===== config.mk =====
export PLATFORM = sky130hd
export DESIGN_NAME = washing_machine_control
export DESIGN_NICKNAME = d
export VERILOG_FILES = /design/src/rtl/washing_machine_control.sv
export SDC_FILE = /design/constraint.sdc
export NUM_CORES = 1
export LEC_CHECK = 0
export ABC_CLOCK_PERIOD_IN_PS = 2600
export CAP_MARGIN = 20
export CORE_AREA = 2 2 39 41
export DETAILED_ROUTE_END_ITERATION = 8
export DIE_AREA = 0 0 41 43
export GPL_ROUTABILITY_DRIVEN = 0
export GPL_TIMING_DRIVEN = 0
export PLACE_DENSITY = 0.72
export RECOVER_POWER = 25
export SYNTH_ARGS = -nofsm -noshare
export SYNTH_HDL_FRONTEND = slang
export SYNTH_SLANG_ARGS = --single-unit
export TNS_END_PERCENT = 20

===== constraint.sdc =====
create_clock -name clk -period 2.6 [get_ports clk]
set_input_delay 0.39 -clock clk [delete_from_list [all_inputs] [get_ports clk]]
set_output_delay 0.39 -clock clk [all_outputs]
set_load 0.005 [all_outputs]

===== src/rtl/washing_machine_control.sv =====
// washing_machine_control: Moore FSM sequencing fill/wash/drain/rinse/spin with a door interlock.
module washing_machine_control (
  input  logic clk,
  input  logic reset,
  input  logic td,
  input  logic tf,
  input  logic tr,
  input  logic ts,
  input  logic tw,
  input  logic door,
  input  logic start,
  output logic agitator,
  output logic motor,
  output logic pump,
  output logic speed,
  output logic water_fill,
  output logic timer_reset
);
  typedef enum logic [2:0] {IDLE, FILL1, WASH, DRAIN1, FILL2, RINSE, DRAIN2, SPIN} state_t;
  state_t state, state_nx;
  logic [4:0] t_q, t_ev;
  assign t_ev = {td, tf, tr, ts, tw} & ~t_q;
  always_ff @(posedge clk) begin
    if (reset) begin
      state       <= IDLE;
      t_q         <= '0;
      timer_reset <= 1'b0;
    end else begin
      state       <= state_nx;
      t_q         <= {td, tf, tr, ts, tw};
      timer_reset <= (state_nx != state) && (state_nx != IDLE);
    end
  end
  // An open door freezes the sequence; events seen meanwhile are consumed by t_q.
  always_comb begin
    state_nx = state;
    if (!door)
      case (state)
        IDLE:    state_nx = start    ? FILL1  : IDLE;
        FILL1:   state_nx = t_ev[3]  ? WASH   : FILL1;
        WASH:    state_nx = t_ev[0]  ? DRAIN1 : WASH;
        DRAIN1:  state_nx = t_ev[4]  ? FILL2  : DRAIN1;
        FILL2:   state_nx = t_ev[3]  ? RINSE  : FILL2;
        RINSE:   state_nx = t_ev[2]  ? DRAIN2 : RINSE;
        DRAIN2:  state_nx = t_ev[4]  ? SPIN   : DRAIN2;
        default: state_nx = t_ev[1]  ? IDLE   : SPIN;
      endcase
  end
  always_comb begin
    water_fill = !door && (state == FILL1 || state == FILL2);
    agitator   = !door && (state == WASH || state == RINSE);
    motor      = !door && (state == WASH || state == RINSE || state == SPIN);
    pump       = !door && (state == DRAIN1 || state == DRAIN2 || state == SPIN);
    speed      = !door && (state == SPIN);
  end
endmodule


* Word-level counts from Yosys, hierarchy flattened
Cells that the tools add are included.
** Storage, ports and cells
- Flip-flop bits (word level) :: 9
- Output and inout bits :: 6
** Cells by class
- Equality and inequality tests :: 8
- Multiplexer cells :: 10
- Bitwise gates (word level) :: 2
- Reductions and logical operators :: 14
** Operator list (number)
- $pmux W3 S7 :: 1
- $eq A3 B3 Y1 const B :: 4
- $mux W3 :: 3
- $eq A3 B2 Y1 const B :: 2
- $logic_and A1 B1 Y1 :: 6
- $and A5 B5 Y5 :: 1
- $logic_or A1 B1 Y1 :: 5
- $not A5 Y5 :: 1
- $mux W1 :: 4
- $mux W2 :: 2
- $eq A3 B1 Y1 const B :: 1
- $logic_not A3 Y1 :: 1
- $ne A3 B3 Y1 :: 1
- $reduce_bool A3 Y1 :: 1
- $logic_not A1 Y1 :: 1

* Depth between registers and ports, before layout
Gate-level depths: netlist of run 1.
- Word-level depth :: 7
- Gate-level depth with buffers :: 6
- Depth with buffers taken out :: 5

* Worst setup path after synthesis of run 1
No wires, ideal clock.
- Path kind :: input to register
- Start point :: input port door
- End point :: register timer_reset
- Setup time :: 0.116 ns
- Data arrival time :: 1.319 ns
- Data required time :: 2.484 ns
- Path slack :: 1.165 ns
- Stages :: 5
- Buffers on the path :: 1
- Cells stage by stage :: buf_2 -> or2_2 -> o22ai_2 -> a2111oi_2 -> a41o_1
** Between the ends
- Longest elaborated chain between the ends :: 3
- Elaborated cells between the ends (all ways) :: 4
** Ends and longest elaborated chain
- start, declared :: line 10 : input logic door,
- $mux W3 (*) :: line 37 : if (!door)
- $ne A3 B3 Y1 or $reduce_bool A3 Y1 (tied branches) :: line 31 : timer_reset <= (state_nx != state) && (state_nx != IDLE);
- $logic_and A1 B1 Y1 (*) :: line 31
- end signal, assigned :: line 31
- end, declared :: line 17 : output logic timer_reset
Every way passes the cells marked *; elsewhere a longest branch is shown, timed or not.
A chain may end at the register's enable or synchronous reset.

* Worst setup path after layout of run 1
- Start point :: register state[1]
- End point :: output port motor
** Between the ends
- Longest elaborated chain between the ends :: 4
- Elaborated cells between the ends (all ways) :: 6
** Ends and longest elaborated chain
- start, declared :: line 20 : state_t state, state_nx;
- start signal, assigned :: line 29 : state <= state_nx;
- $eq A3 B2 Y1 or $eq A3 B3 Y1 (tied branches) :: line 52 : motor = !door && (state == WASH || state == RINSE || state == SPIN);
- $logic_or A1 B1 Y1 :: line 52
- $logic_or A1 B1 Y1 (*) :: line 52
- $logic_and A1 B1 Y1 (*) :: line 52
- end, declared :: line 13 : output logic motor,
Marked as above.

==> results.md, run 1 <==
* Asr flop ratio synth at 0
* Deepest clock path buffer count at 2
* Synth cell types at 25
* First-iteration detailed-routing DRC count at 6
* Port Buf Inserts at 13
* WL/cell at 12.1 um
* Top post-synthesis cells by area: dfxtp_1 31%, nor2b_1 9.8%, nand2b_1 6.5%
* EDFF count, synth at 0
* Post-synthesis register bit count at 9
* Avg Synthesized Cell Area at 9.46 um^2
* First-pass GRT wire length at 1930 um
* Overflow after GRT at 0
* Setup Total Neg Slack at 0 ns
* Clk slew on worst S/H paths at roughly 0.060 ns
* Outcome: complete, no violations
* Non-filler cells, final at 94
* Top_reg_cell synth: dfxtp_1
* Via count at a little under 500
* Initial Utilization at 0.417
* CP Cell Sequence: buf_6 > nand2b_1 > mux2i_1 > nor2b_1 > nand2b_1 > clkdlybuf4s50_1
* Fill count at 134
* Area leader, netlist: dfxtp_1
* Total track usage at 0.164
* Crit path buffers/inverters at 2
* PwrDens at approximately 420 mW/mm^2
* Nets at 88
* P&R area growth vs syn at 30.6%
* Synthesized area at 577 um^2
* Number of global-route vias before repair at 482
* M1 WL at slightly below 500 um
* Final WL at 1130 um
* CTS Hold Bufs at 0
* Worst Tran Pin Value at about 0.36 ns
* Die Span Y at 43 um
* Hold Vio Cnt, Final at 0
* Max_cap viols at 0
* Critical Path Stages at 6
* Largest net degree at the start of global routing at 11
* RSZ-0062 raised after global routing: no
* Switching power at 0.0000788 W
* Finish-stage setup viols at 0
* Cells on worst reg2reg path at 6
* # rows at 14
* Hold crit path type: input pin to flip-flop
* Drt drc at 0
* Synth warn at 0
* Tcrit/Tclk final at 0.843
* Antenna-violating nets left at 0
* Worst path slowest cell: clkdlybuf4s50_1
* Most frequent CP cell: nand2b_1
* Dpl hpwl at 871 um
* Resize count post-CTS at 0
* Peak VDD IR at approximately 0.00028 V
* CTS Root Cell: clkbuf_4
* FF-to-FF Start: state[2]
* CTS sink cnt at 9
* Critical-path maximum fanout at 9
* Post-CTS Setup Bufs at 0
* Uppermost routed layer: met4
* Num ports at 15
* Commonest cells post-synth: 9 x dfxtp_1, 9 x nor2b_1, 6 x nand2b_1
* TritonCTS clock tree: done
* Required time worst endpoint at between 2 and 2.5 ns
* Post-synth top area share at 0.312
* Sw Share at 0.247
* Htree depth at 1
* Initial antenna violation count at 0
* Met3 wire length at ~49 um
* Kind of critical path: flip-flop to primary output
* Drt first pass iters at 4
* Leakage at about 0.29 nW
* Vias per cell at 5.17
* Max Clk Rate at 456 MHz
* Cell Int Power at 0.000240 W
* N_diodes at 0
* Synth Instances at 61
* Area after DPL at between 700 and 800 um^2
* Setup crit start: state[1]
* Crit end category: primary output
* Register area share after synthesis at 0.312
* Sequential Power Share at 0.465
* Top delay family on crit path: buffers and inverters
* Clock share of power at 0.332
* Full die area at 0.00176 mm^2
* Final Instance Area at 753 um^2
* Slew Viols, Final at 0
* Synthesized Nets at 70
* Core Region at 0.00138 mm^2
* Share of cells above drive strength 1 at 0.231
* Routed length on met2 at about 570 um
* Clock skew at between 0.003 and 0.004 ns
* DIE WIDTH at 41 um
* Worst EP arrival at ~1.8 ns
* Slew HR at 0.761
* Hold depth at 3
* Crit-path max cell delay at just under 0.5 ns
* Clk_lat worst skew at 0.26 ns
* Logic pwr share at 0.203
* Startpoint Class: flip-flop
* Worst hold start: door
* Final Critical Period at ~2.2 ns
* CTS buffer count at 3
* Dpl cells at 90
## path summary, 6_finish.rpt
| path | endpoint | slack, ns |
|---|---|---|
| setup / recovery | motor | 0.41 |
| hold reg to reg | state[2] | 0.57 |
| hold / removal | state[0] | 0.56 |
| setup reg to reg | timer_reset | 1.13 |
## cell families (layout without fill, tap and decap cells)
logic type      Yosys count  after routing  share of synthesized area
compound gates            9              9                      0.167
simple gates             30             30                      0.328
mux                       5              5                     0.0911
buf+inv                   7             24                     0.0868
xor+xnor                  1              1                     0.0152
flops                     9              9                      0.312
## area by class of cell
cell class	count	area, um^2	share of cell area
sequential	9	180	0.239
multi-input combinational	45	347	0.460
inverter	3	11.3	0.0150
timing repair buffer	13	130	0.173
clock buffer	4	26.3	0.0349
buffer	4	38.8	0.0515
tap	16	20.0	0.0266
## placed cells by master, fill, tap and decap left out, drive strengths merged
| master | count |
|---|---|
| clkdlybuf4s50 | 12 |
| nor2b | 10 |
| dfxtp | 9 |
| nand2b | 6 |
| nor2 | 4 |
| buf | 4 |
| clkbuf | 4 |
| nor3 | 3 |
| mux2i | 3 |
| inv | 3 |
| o22ai | 3 |
| nor3b | 2 |
| mux2 | 2 |
| o21ai | 2 |
| xnor2 | 1 |
| nand3 | 1 |
| nand3b | 1 |
| a22oi | 1 |
| or2 | 1 |
| nand2 | 1 |
| and3 | 1 |
| o32ai | 1 |
| a2111oi | 1 |
| a41o | 1 |
| dlygate4sd3 | 1 |
## power groups by stage
| stage | logic, W | registers, W | clock network, W |
|---|---|---|---|
| floorplan | 0.0000408 | 0.000151 | 0 |
| global placement | 0.0000640 | 0.000151 | 0 |
| detailed placement | 0.0000651 | 0.000151 | 0 |
| CTS | 0.0000656 | 0.000148 | 0.000112 |
| global route | 0.0000712 | 0.000149 | 0.000123 |
| finish | 0.0000647 | 0.000148 | 0.000106 |
## sequential cells by signal, summed over array words and instances (netlist names)
signal	flops
timer_reset	1
t_q	5
state	3
## routing by layer
layer,vias to the layer above,track usage
li1,242,-
met1,224,0.193
met2,15,0.241
met3,5,0.0524
met4,0,0.107
met5,-,0
## worst min-delay path: stages
cell,delay [ns]
buf_2,0.17
nand2b_1,0.09
and3_1,0.13
## metrics by stage
step | setup WS, ns | util | power, W | hold slack, ns
floorplan | 1.16 | - | 0.000192 | 0.457
global placement | 0.655 | 0.525 | 0.000215 | 0.539
detailed placement | 0.631 | 0.525 | 0.000216 | 0.560
CTS | 0.382 | 0.544 | 0.000326 | 0.551
global route | 0.259 | 0.544 | 0.000343 | 0.575
finish | 0.408 | 0.544 | 0.000319 | 0.557
Note: power is estimated with default switching activity, not from simulation.
==> inputs of run 2 (changes only) <==
--- a/config.mk
+++ b/config.mk
@@ -5,11 +5,10 @@
 export SDC_FILE = /design/constraint.sdc
 export NUM_CORES = 1
 export LEC_CHECK = 0
-export ABC_CLOCK_PERIOD_IN_PS = 2600
+export ABC_CLOCK_PERIOD_IN_PS = 1900
 export CAP_MARGIN = 20
-export CORE_AREA = 2 2 39 41
+export CORE_UTILIZATION = 41
 export DETAILED_ROUTE_END_ITERATION = 8
-export DIE_AREA = 0 0 41 43
 export GPL_ROUTABILITY_DRIVEN = 0
 export GPL_TIMING_DRIVEN = 0
 export PLACE_DENSITY = 0.72
==> constraint.sdc (replaced) <==
create_clock -name clk -period 1.9 [get_ports clk]
set_input_delay 0.285 -clock clk [delete_from_list [all_inputs] [get_ports clk]]
set_output_delay 0.285 -clock clk [all_outputs]
set_load 0.005 [all_outputs]
==> results.md, run 2 (synthesis results as in run 1) <==
* CTS sink cnt at 9 (unchanged)
* Initial Utilization at 0.443 (+0.0265)
* Hold crit path type: input pin to flip-flop
* Sw Share at 0.253 (+0.00536)
* First-iteration detailed-routing DRC count at 11 (+5)
* Switching power at 0.000112 W (+41%)
* Max Clk Rate at 552 MHz
* Port Buf Inserts at 13 (unchanged)
* Setup Total Neg Slack at 0 ns (unchanged)
* P&R area growth vs syn at 31.7%
* Crit end category: primary output
* Largest Register: t_q
* Initial antenna violation count at 0 (unchanged)
* Finish-stage setup viols at 0 (unchanged)
* FF-to-FF Start: state[0]
* Fin util at 0.584 (+0.0393)
* Via count at 476 (-2.1%)
* Clk_lat worst skew at 0.26 ns (about the same)
* Num ports at 15 (unchanged)
* Largest regs: t_q (5), state (3), timer_reset (1)
* Die Span Y at 39.5 um (-8.1%)
* Cell Int Power at 0.000330 W (+37%)
* WL/cell at 10.9 um (-9.8%)
* Kind of critical path: flip-flop to primary output
* Overflow after GRT at 0 (unchanged)
* Full die area at 0.00156 mm^2 (-11%)
* N_diodes at 0 (unchanged)
* Clock share of power at 0.337 (+0.005)
* Largest register FFs at 5 (unchanged)
* Clk slew on worst S/H paths at 0.06 ns (about the same)
* Largest net degree at the start of global routing at 11 (unchanged)
* Worst hold start: door
* Drt drc at 0 (unchanged)
* Required time worst endpoint at 1.62 ns (-0.59 ns)
* DIE WIDTH at 39.5 um (-3.6%)
* Max_cap viols at 0 (unchanged)
* RSZ-0062 raised after global routing: no
* Startpoint Class: flip-flop
* Core Region at 0.00130 mm^2 (-6.0%)
* Most frequent cells in the layout: 10 x clkdlybuf4s50_1, 9 x nor2b_1, 7 x dfxtp_1, 5 x nand2b_1, 4 x nor2_1
* Share of cells above drive strength 1 at 0.269 (+0.0385)
* Number of global-route vias before repair at 426 (-12%)
* PwrDens at 581 mW/mm^2 (+37%)
* Clock skew at 0.00211 ns (-0.00136 ns)
* Most common cell after layout, fill and taps aside: clkdlybuf4s50_1
* Total track usage at 0.168 (+0.00441)
* Outcome: complete, no violations
* Sequential Power Share at 0.463 (-0.002)
* Htree depth at 1 (unchanged)
* Worst EP arrival at 1.53 ns (-0.27 ns)
* First-pass GRT wire length at 1720 um (-11%)
* Post-CTS Setup Bufs at 0 (unchanged)
* Hold Vio Cnt, Final at 0 (unchanged)
* Final Critical Period at roughly 1.8 ns
* Critical-path maximum fanout at 10 (+1)
* Nets at 88 (unchanged)
* Leakage at 0.299 nW (+4.1%)
* Setup crit start: state[0]
* Final WL at 1010 um (-11%)
* Slew Viols, Final at 0 (unchanged)
* CTS Root Cell: clkbuf_4
* Drt first pass iters at 4 (unchanged)
* Worst Tran Pin Value at 0.339 ns (-0.0180 ns)
* Dpl hpwl at 767 um (-12%)
* CTS Hold Bufs at 0 (unchanged)
* TritonCTS clock tree: done
* CTS buffer count at 3 (unchanged)
* # rows at 13 (-1)
* Vias per cell at 5.12 (-1.0%)
* Slew HR at 0.773 (+0.0120)
* Tcrit/Tclk final at 0.954
* Antenna-violating nets left at 0 (unchanged)
* Peak VDD IR at 0.000284 V (+1.8%)
* Logic pwr share at 0.201 (-0.002)
* Deepest clock path buffer count at 2 (unchanged)
## run 2: changes by cell type in the layout (fill, tap and decap cells not counted), sizes merged
cell | before | now
dlygate4sd2 | 0 | 2
clkdlybuf4s50 | 12 | 10
## run 2: worst paths after layout
check                              endpoint  slack, ns  cells after the start
worst min-delay path               state[0]       0.45                      3
worst max register to register  timer_reset       0.48                      6
worst min register to register     state[2]       0.55                      2
worst max-delay path                   pump       0.09                      4
## run 2: repair_timing
action,CTS,global route
gates resized for setup,3,2
endpoints found under the hold margin,0,0
pin swaps,0,1
endpoints found under the setup margin,2,4
## run 2: per-stage QoR
stage          hold WS [ns]  power (W)  area [um^2]  instances  worst slack [ns]
6_report              0.446   0.000441          759         93            0.0873
5_1_grt               0.442   0.000467          759         93           0.00341
4_1_cts               0.438   0.000447          757         93            0.0176
3_5_place_dp          0.541   0.000295          726         89            0.0826
3_3_place_gp          0.535   0.000293          726         89             0.106
2_1_floorplan         0.352   0.000262          577         61             0.569
## run 2: critical path, cell delays in order (launching register included)
cell and delay [ns]:
dfxtp_2 0.38, buf_6 0.16, nor2_1 0.05, nor3b_1 0.16, clkdlybuf4s50_1 0.52
## run 2: metal layers
| layer | track usage | wire length [um] | part of all wire | vias up |
|---|---|---|---|---|
| li1 | - | - | - | 243 |
| met1 | 0.211 | 474 | 0.47 | 220 |
| met2 | 0.258 | 485 | 0.48 | 11 |
| met3 | 0.0170 | 37 | 0.037 | 2 |
| met4 | 0.129 | 14 | 0.014 | 0 |
| met5 | 0 | 0 | 0 | - |
## run 2: cell type report
| type | count | area, um^2 |
|---|---|---|
| fillers | 129 | 542 |
| flip-flops and latches | 9 | 183 |
| clock buffers | 4 | 26.3 |
| inverters | 3 | 11.3 |
| plain buffers | 4 | 38.8 |
| well taps | 15 | 18.8 |
| multi-input cells | 45 | 354 |
| repair buffers | 13 | 128 |
## run 2: power by group through the flow
stage	combinational, W	clock, W	sequential [W]
after floorplan	0.0000559	0	0.000206
after global placement	0.0000867	0	0.000207
after detailed placement	0.0000880	0	0.000207
after CTS	0.0000893	0.000154	0.000204
after global routing	0.0000966	0.000165	0.000205
final	0.0000885	0.000149	0.000204
